--- src/rtl/pipe_cla_addsub.sv ---
// -----------------------------------------------------------------------------
// pipe_cla_addsub
//
// Pipelined carry-lookahead adder/subtractor. The operands are split into
// SEGMENTS = WIDTH/SEG_W segments. Pipeline stage k resolves segment k using
// 4-bit CLA groups and a group-level lookahead unit, then hands its carry to
// stage k+1. The last stage register is the output register, so the result
// appears SEGMENTS enabled edges after acceptance (acceptance edge included).
//
// Ports:
//   clk        rising-edge clock
//   rst_n      asynchronous reset, active low
//   in_valid   operand beat valid
//   in_ready   block can accept a beat (== global pipeline enable)
//   add_1      operand A
//   add_2      operand B
//   c_in       carry-in, used only when sub = 0
//   sub        0: A + B + c_in, 1: A - B (A + ~B + 1)
//   in_sat     signed-saturation request (CLA_SATURATE_EN builds only)
//   out_valid  result valid
//   out_ready  downstream accepts result
//   sum        result
//   c_out      carry out of the MSB ("no borrow" when subtracting)
//   ovf        two's-complement signed overflow
//
// Build option:
//   CLA_SATURATE_EN  when defined, a beat with in_sat = 1 that overflows has
//                    its sum clamped to the signed extreme in the final stage.
//                    When undefined, in_sat is ignored and the sum wraps.
//
// WIDTH must be a multiple of SEG_W, and SEG_W a multiple of 4.
// -----------------------------------------------------------------------------
module pipe_cla_addsub #(
  parameter int WIDTH = 32,
  parameter int SEG_W = 8
) (
  input  logic             clk,
  input  logic             rst_n,
  input  logic             in_valid,
  output logic             in_ready,
  input  logic [WIDTH-1:0] add_1,
  input  logic [WIDTH-1:0] add_2,
  input  logic             c_in,
  input  logic             sub,
  input  logic             in_sat,
  output logic             out_valid,
  input  logic             out_ready,
  output logic [WIDTH-1:0] sum,
  output logic             c_out,
  output logic             ovf
);

  localparam int SEGMENTS = WIDTH / SEG_W;
  localparam int NGRP     = SEG_W / 4;
  localparam int LAST     = SEGMENTS - 1;

  // Result of resolving one segment: its sum bits, the carry out of the
  // segment and the carry into its top bit (needed for signed overflow).
  typedef struct packed {
    logic [SEG_W-1:0] s;
    logic             cout;
    logic             cmsb;
  } seg_res_t;

  // One segment of carry-lookahead. Every carry is formed as a flat
  // sum-of-products of generate/propagate terms, so there is no ripple
  // between groups or between bits of a group.
  function automatic seg_res_t cla_seg(
    input logic [SEG_W-1:0] a,
    input logic [SEG_W-1:0] b,
    input logic             cin
  );
    logic [SEG_W-1:0] p, g, c;
    logic [NGRP-1:0]  gp, gg;
    logic [NGRP:0]    gc;
    logic             term, cc;
    seg_res_t         r;
    p = a ^ b;
    g = a & b;
    // Group propagate / generate.
    for (int j = 0; j < NGRP; j++) begin
      gp[j] = &p[4*j +: 4];
      gg[j] = 1'b0;
      for (int i = 0; i < 4; i++) begin
        term = g[4*j+i];
        for (int m = i + 1; m < 4; m++) term = term & p[4*j+m];
        gg[j] = gg[j] | term;
      end
    end
    // Group carries from the segment carry-in.
    for (int j = 0; j <= NGRP; j++) begin
      term = cin;
      for (int m = 0; m < j; m++) term = term & gp[m];
      gc[j] = term;
      for (int i = 0; i < j; i++) begin
        term = gg[i];
        for (int m = i + 1; m < j; m++) term = term & gp[m];
        gc[j] = gc[j] | term;
      end
    end
    // Bit carries inside each group from that group's carry-in.
    for (int j = 0; j < NGRP; j++) begin
      for (int i = 0; i < 4; i++) begin
        term = gc[j];
        for (int m = 0; m < i; m++) term = term & p[4*j+m];
        cc = term;
        for (int l = 0; l < i; l++) begin
          term = g[4*j+l];
          for (int m = l + 1; m < i; m++) term = term & p[4*j+m];
          cc = cc | term;
        end
        c[4*j+i] = cc;
      end
    end
    r.s    = p ^ c;
    r.cout = gc[NGRP];
    r.cmsb = c[SEG_W-1];
    return r;
  endfunction

  // Stage registers. Operand bits are carried in full width; bits already
  // consumed by earlier segments are simply not read downstream.
  logic [SEGMENTS-1:0]            st_v, st_c, st_ovf;
  logic [SEGMENTS-1:0][WIDTH-1:0] st_sum, st_a, st_b;
  logic [SEGMENTS-1:0]            nxt_v, nxt_c, nxt_ovf;
  logic [SEGMENTS-1:0][WIDTH-1:0] nxt_sum, nxt_a, nxt_b;
`ifdef CLA_SATURATE_EN
  logic [SEGMENTS-1:0]            st_sat, nxt_sat;
`endif

  // Global stall: the whole pipe advances only when the output slot is
  // empty or being drained this cycle.
  logic en;
  assign en       = !st_v[LAST] || out_ready;
  assign in_ready = en;

  for (genvar k = 0; k < SEGMENTS; k++) begin : g_stage
    logic [WIDTH-1:0] a_src, b_src, sum_src, sum_mix;
    logic             cin_src, v_src, ovf_k;
    seg_res_t         seg;
`ifdef CLA_SATURATE_EN
    logic             sat_src;
`endif

    if (k == 0) begin : g_head
      // B is inverted here and the +1 of the subtraction enters as carry-in.
      assign a_src   = add_1;
      assign b_src   = sub ? ~add_2 : add_2;
      assign cin_src = sub | c_in;
      assign sum_src = '0;
      assign v_src   = in_valid;
`ifdef CLA_SATURATE_EN
      assign sat_src = in_sat;
`endif
    end else begin : g_body
      assign a_src   = st_a[k-1];
      assign b_src   = st_b[k-1];
      assign cin_src = st_c[k-1];
      assign sum_src = st_sum[k-1];
      assign v_src   = st_v[k-1];
`ifdef CLA_SATURATE_EN
      assign sat_src = st_sat[k-1];
`endif
    end

    assign seg   = cla_seg(a_src[k*SEG_W +: SEG_W], b_src[k*SEG_W +: SEG_W], cin_src);
    // Only meaningful in the last stage, where the segment top bit is the MSB.
    assign ovf_k = seg.cmsb ^ seg.cout;

    // NOTE: every always_comb output gets a full default first so no path
    // leaves it unassigned, which would otherwise infer a latch.
    always_comb begin
      sum_mix                    = sum_src;
      sum_mix[k*SEG_W +: SEG_W]  = seg.s;
`ifdef CLA_SATURATE_EN
      // On overflow both effective operand MSBs agree, so A's MSB gives
      // the direction of the clamp.
      if (k == LAST && sat_src && ovf_k) begin
        sum_mix = a_src[WIDTH-1] ? {1'b1, {(WIDTH-1){1'b0}}}
                                 : {1'b0, {(WIDTH-1){1'b1}}};
      end
`endif
    end

    assign nxt_sum[k] = sum_mix;
    assign nxt_a[k]   = a_src;
    assign nxt_b[k]   = b_src;
    assign nxt_c[k]   = seg.cout;
    assign nxt_v[k]   = v_src;
    assign nxt_ovf[k] = ovf_k;
`ifdef CLA_SATURATE_EN
    assign nxt_sat[k] = sat_src;
`endif
  end

  // NOTE: the pipeline data registers are reset along with the valid bits;
  // they are few, and it makes sum/c_out/ovf read 0 out of reset.
  always_ff @(posedge clk or negedge rst_n) begin
    if (!rst_n) begin
      st_v   <= '0;
      st_c   <= '0;
      st_ovf <= '0;
      st_sum <= '0;
      st_a   <= '0;
      st_b   <= '0;
`ifdef CLA_SATURATE_EN
      st_sat <= '0;
`endif
    end else if (en) begin
      // NOTE: non-blocking assignments so every stage samples the previous
      // stage's value from before this edge.
      st_v   <= nxt_v;
      st_c   <= nxt_c;
      st_ovf <= nxt_ovf;
      st_sum <= nxt_sum;
      st_a   <= nxt_a;
      st_b   <= nxt_b;
`ifdef CLA_SATURATE_EN
      st_sat <= nxt_sat;
`endif
    end
  end

  assign out_valid = st_v[LAST];
  assign sum       = st_sum[LAST];
  assign c_out     = st_c[LAST];
  assign ovf       = st_ovf[LAST];

  // Consumed operand bits, the last stage's operand copy, intermediate
  // overflow flags and (without saturation) in_sat have no reader.
  logic unused_bits;
`ifdef CLA_SATURATE_EN
  assign unused_bits = ^{st_a, st_b, st_ovf, st_sat};
`else
  assign unused_bits = ^{st_a, st_b, st_ovf, in_sat};
`endif

endmodule

--- config.mk ---
export PLATFORM = sky130hd
export DESIGN_NAME = pipe_cla_addsub
export DESIGN_NICKNAME = d
export VERILOG_FILES = /design/src/rtl/pipe_cla_addsub.sv
export SDC_FILE = /design/constraint.sdc
export NUM_CORES = 1
export LEC_CHECK = 0
export ABC_AREA = 1
export BUFFER_PORTS_ARGS = -buffer_cell sky130_fd_sc_hd__buf_2
export CORE_MARGIN = 5
export CORE_UTILIZATION = 53
export DETAILED_ROUTE_END_ITERATION = 7
export MAX_ROUTING_LAYER = met4
export PLACE_DENSITY_LB_ADDON = 0.12
export SLEW_MARGIN = 25
export SYNTH_ARGS = -nofsm -noshare
export SYNTH_HDL_FRONTEND = slang
export SYNTH_SLANG_ARGS = --single-unit
--- constraint.sdc ---
create_clock -name clk -period 1.8 [get_ports clk]
set_input_delay 0.09 -clock clk [delete_from_list [all_inputs] [get_ports clk]]
set_output_delay 0.09 -clock clk [all_outputs]
set_load 0.005 [all_outputs]
# Yosys cells after proc, flatten, opt, wreduce, memory -nomap -nowiden
# Index checks and enable logic that the tools add are counted.
[totals]
regBits = 284
out_inout_bits = 36
word_cells = 210
in_bits = 71
[classes]
n_mux = 1
n_bitwise = 186
n_reduce_logical = 10
[ops]
columns = ["operator", "count"]
rows = [
  ["$or A1 B1 Y1", 85],
  ["$and A1 B1 Y1", 84],
  ["$xor A8 B8 Y8", 8],
  ["$and A8 B8 Y8", 4],
  ["$mux W32", 1],
  ["$not A32 Y32", 1],
  ["$reduce_and A4 Y1", 8],
  ["$xor A1 B1 Y1", 4],
  ["$logic_not A1 Y1", 1],
  ["$logic_or A1 B1 Y1", 1],
]

# Longest topological paths before layout
[logic_depth]
word_depth = 17
ltp_mapped = 19

# Worst setup path after synthesis
# Ideal clock, no wire load.
[synth_path]
kind = "input to register"
startpoint = "input port sub"
endpoint = "register st_sum (netlist bit g_stage[1].sum_src[7])"
required_time_ns = 1.674
path_slack_ns = -0.239
arrival_ns = 1.913
path_stages = 18
cell_sequence = "buf_6 -> buf_6 -> xnor2_1 -> inv_1 -> ha_1 -> nand2_1 -> nor3_1 -> nand2_1 -> inv_1 -> nor2_1 -> inv_1 -> ha_1 -> nand2_1 -> nand3_1 -> nand2_1 -> nand3b_1 -> nand3_1 -> o21ai_0"
[synth_between]
elab_chain_len = 16
elab_cells_between_ends = 26
[synth_rtl]
columns = ["element", "line", "rtl"]
rows = [
  ["from (decl)", "44", "input logic sub,"],
  ["$mux W32", "148", "assign b_src = sub ? ~add_2 : add_2;"],
  ["$and A8 B8 Y8 / $xor A8 B8 Y8 (equally long branches)", "79, 78", ""],
  ["$and A1 B1 Y1 (3 in a row)", "86", "for (int m = i + 1; m < 4; m++) term = term & p[4*j+m];"],
  ["$or A1 B1 Y1 (3 in a row)", "87", "gg[j] = gg[j] | term;"],
  ["$or A1 B1 Y1", "98", "gc[j] = gc[j] | term;"],
  ["$and A1 B1 Y1 (3 in a row)", "105", "for (int m = 0; m < i; m++) term = term & p[4*j+m];"],
  ["$or A1 B1 Y1 (3 in a row)", "110", "cc = cc | term;"],
  ["$xor A8 B8 Y8 *", "115", "r.s = p ^ c;"],
  ["to (signal assigned)", "215", "st_sum <= nxt_sum;"],
  ["to (decl)", "124", "logic [SEGMENTS-1:0][WIDTH-1:0] st_sum, st_a, st_b;"],
]
# Mark *: on every way between the ends. The rest lies on a longest branch, timed or not.
# A chain may end at the register's enable or synchronous reset.

# Final worst setup path
[layout_path]
startpoint = "register st_a (netlist bit g_stage[2].a_src[19])"
endpoint = "register st_c[2]"
[layout_between]
elab_chain_len = 8
elab_cells_between_ends = 14
[layout_rtl]
columns = ["element", "line", "rtl"]
rows = [
  ["from (decl)", "124", ""],
  ["from (signal assigned)", "216", "st_a <= nxt_a;"],
  ["$xor A8 B8 Y8", "78", "p = a ^ b;"],
  ["$and A1 B1 Y1", "86", ""],
  ["$or A1 B1 Y1 (3 in a row)", "87", ""],
  ["$and A1 B1 Y1", "97", "for (int m = i + 1; m < j; m++) term = term & gp[m];"],
  ["$or A1 B1 Y1 * (2 in a row)", "98", ""],
  ["to (signal assigned)", "213", "st_c <= nxt_c;"],
  ["to (decl)", "123", "logic [SEGMENTS-1:0] st_v, st_c, st_ovf;"],
]
# Marked as above.

==> flow_metrics.py <==
metrics = {
    "worst_setup_path": {
        "critPathMaxFanout": 5,
        "crit_buf_inv": 7,
        "crit_end": "st_c[2]",
        "crit_family": "buffers and inverters",
        "timing_worst_setup_path_type": "reg2reg",
        "slowest_delay_ns": 0.41,
        "cp_common_cell": "buf_4",
        "crit_required_ns": 2.12,
        "rr_endpoint": "st_c[2]",
        "crit_chain": "ha_4 -> inv_1 -> nor3_4 -> buf_4 -> buf_4 -> buf_4 -> buf_4 -> buf_4 -> nand3_1 -> nand3_2 -> nand2_1 -> inv_1",
        "cp_slowest_cell": "dfrtp_1",
        "r2r_start": "g_stage[2].a_src[19]",
        "start_kind": "flip-flop",
        "ff2ff_setup_slack_ns": -0.06,
        "arrival_ns": 2.18,
        "endpoint_kind": "flip-flop",
        "cp-startpoint": "g_stage[2].a_src[19]",
        "r2r_cells": 12,
        "path_depth": 12,
    },
    "sta": {
        "hold_viol_final": 0,
        "period_share": 1.034,
        "worst_slew_pin_slew_ns": 0.5324,
        "worst_slack_ns": -0.06083,
        "relSlewSlack": 0.6451,
        "fin_worst_skew_ns": 0.006497,
        "hold_ws_ns": 0.02185,
        "fin_crit_ns": 1.861,
        "maxSlewViolCount": 0,
        "finalSetupTns_ns": -0.2250,
        "rsz0062_at_grt": "true",
        "fmax_ghz": 0.5374,
        "setup_viol": 7,
    },
    "grt": {
        "grt_pass1_vias": 6733,
        "grt_first_pass_wirelength_um": 31240,
        "grt_antenna_before_repair": 0,
        "grt_util_all_layers": 0.2009,
        "grt_start_max_net_pins": 130,
        "overflow": 0,
    },
    "detailed_routing": {
        "top_layer_used": "met4",
        "routed_wl_um": 18030,
        "drc": 0,
        "firstDrtPassIters": 5,
        "route.vias.total": 6675,
        "ant_nets": 0,
        "route.met2.wl_um": 8716,
        "vias_per_cell": 4.809,
        "drtIter0Drc": 352,
        "wl_met1_um": 8519,
        "wl_met3_um": 497,
        "wl_per_cell_um": 12.99,
    },
    "floorplan": {
        "num_io_pins": 107,
        "die_height_um": 138.2,
        "die_x_um": 138.2,
        "core_um2": 16000,
        "row_count": 46,
        "dieArea_um2": 19110,
        "start_util": 0.5447,
    },
    "cells_and_area": {
        "drive_gt1_frac": 0.2116,
        "syn2layout_area_growth_pct": 27.18,
        "ff_latch_area_um2": 4629,
        "fin_nets": 1278,
        "multi_input_area_um2": 3746,
        "final_area_um2": 11080,
        "num_antenna_cells": 0,
        "final_util": 0.6928,
        "n_fill_cell": 1305,
    },
    "clock_tree": {
        "cts_buffer_depth": 2,
        "clk_pin_slew_ns": 0.07,
        "cts_max_level": 4,
        "clk_latency_ns": 0.42,
        "cts_buffers": 17,
        "cts.sinks": 185,
        "cts_root_buf": "clkbuf_16",
        "cts_tree": "done",
    },
    "synthesis": {
        "synth-edff-count": 0,
        "synth-seq-cells": 185,
        "synth_top_area_share": 0.5312,
        "synth-main-ff-cell": "dfrtp_1",
        "syn_inst": 970,
        "ys_seq_area_frac": 0.5312,
        "syn_nets": 1089,
        "ys_types": 24,
        "synth_area_leaders": "dfrtp_1, nand2_1, o21ai_0, ha_1, inv_1",
        "ys_warn_count": 0,
        "synth.avg_cell_area_um2": 8.985,
        "syn_area_um2": 8716,
        "async_flop_share": 1.000,
        "yosysTopAreaCell": "dfrtp_1",
    },
    "power": {
        "vdd_drop_max_v": 0.0008132,
        "p_leak_nw": 5.586,
        "power.density_nw_per_um2": 1641,
    },
    "placement": {
        "post-dp-hpwl_um": 11570,
        "place_area_um2": 9598,
        "port-buffer-count": 105,
        "routabilityCongestion": 0.8133,
        "place_ws_ns": -0.2442,
    },
    "run_status": {
        "outcome": "finished, violations left",
        "violations": "setup timing",
    },
    "run": {
        "max_cap_violations": 0,
    },
    "worst_hold_path": {
        "hp-class": "in2reg",
    },
}
-- layout make-up --
class	count	area share
well taps	216	0.02438
flip-flops and latches	185	0.4177
repair buffers	214	0.1401
clock inverters	10	0.008240
multi-input cells	657	0.3380
inverters	84	0.02890
clock buffers	22	0.04278
-- worst min-delay path by stage --
stage / startpoint / end / slack [ns] / cells past startpoint
after floorplan: rst_n / g_stage[1].a_src[10] / -0.21 / 0
after global placement: rst_n / g_stage[1].a_src[19] / 0.08 / 1
after detailed placement: rst_n / g_stage[1].a_src[19] / 0.08 / 1
after CTS: add_2[25] / g_stage[1].b_src[25] / 0.008 / 3
after global routing: add_2[25] / g_stage[1].b_src[25] / 0.04 / 3
final: add_2[25] / g_stage[1].b_src[25] / 0.02 / 3
-- cell families (layout without fill, tap and decap cells) --
family,count (synthesis),after routing,synth area share
fa+ha+maj,48,48,0.07580
compound gates,141,141,0.08183
xor+xnor,40,40,0.04019
buf+inv,128,330,0.07594
flops,185,185,0.5312
simple gates,428,428,0.1951
-- stage by stage --
stage,instances,total power [mW]
after CTS,1382,17.88
after global placement,1286,13.24
after floorplan,970,11.44
after detailed placement,1286,13.46
final,1388,18.19
after global routing,1388,19.80
-- power by group --
part           leakage (nW)  switching, mW  internal (mW)
clock network         0.277           1.56           2.02
logic                  3.07           4.07           3.47
registers              2.24           1.05           6.02
total                  5.59           6.68           11.5
-- flip-flops by register name, summed over array words and instances (netlist names) --
signal,count
st_ovf,1
st_v,4
g_stage.b_src,48
g_stage.sum_src,48
st_c,4
g_stage.a_src,48
sum,32
-- cells in the final DEF (no fill, tap or decap), types with 21 or more instances in the layout --
cell	instances
nand2_1	347
inv_1	82
buf_4	54
buf_2	103
o21ai_0	114
ha_1	26
dlygate4sd3_1	49
xnor2_1	27
dfrtp_1	185
nand3_1	21
-- cells in the mapped netlist (2+ instances only) --
| cell type | instances |
|---|---|
| o21ai_1 | 9 |
| buf_4 | 14 |
| nand3b_1 | 6 |
| ha_1 | 40 |
| a21o_1 | 2 |
| fa_1 | 8 |
| a21oi_1 | 6 |
| inv_1 | 83 |
| buf_6 | 16 |
| nor2_1 | 19 |
| nor3_1 | 6 |
| buf_2 | 7 |
| nand2_1 | 359 |
| xnor2_1 | 29 |
| o21ai_0 | 123 |
| clkbuf_1 | 7 |
| nand4_1 | 7 |
| xor2_1 | 11 |
| nand3_1 | 29 |
| dfrtp_1 | 185 |
-- worst register-to-register path: cells and delay by family (launching register included) --
kind	cells	cell delay (ns)
buffers and inverters	7	0.75
DFF	1	0.41
and+or+nand+nor	4	0.31
adders and majority gates	1	0.27
-- metal layers --
metal | vias up | global-route usage
met1 | 3110 | 0.2591
met5 | - | -
met3 | 26 | 0.04276
met2 | 101 | 0.3253
met4 | 0 | 0.05460
li1 | 3438 | -
-- what timing repair did --
item                                    CTS  global route
gates cloned                              0             0
resized for setup                        27            28
setup buffers                            15             6
endpoints found under the setup margin   12            16
hold endpoints to repair                125             0
pin swaps                                20            35
hold buffers                             49             0
No activity file was read; power rests on OpenSTA's default activity.
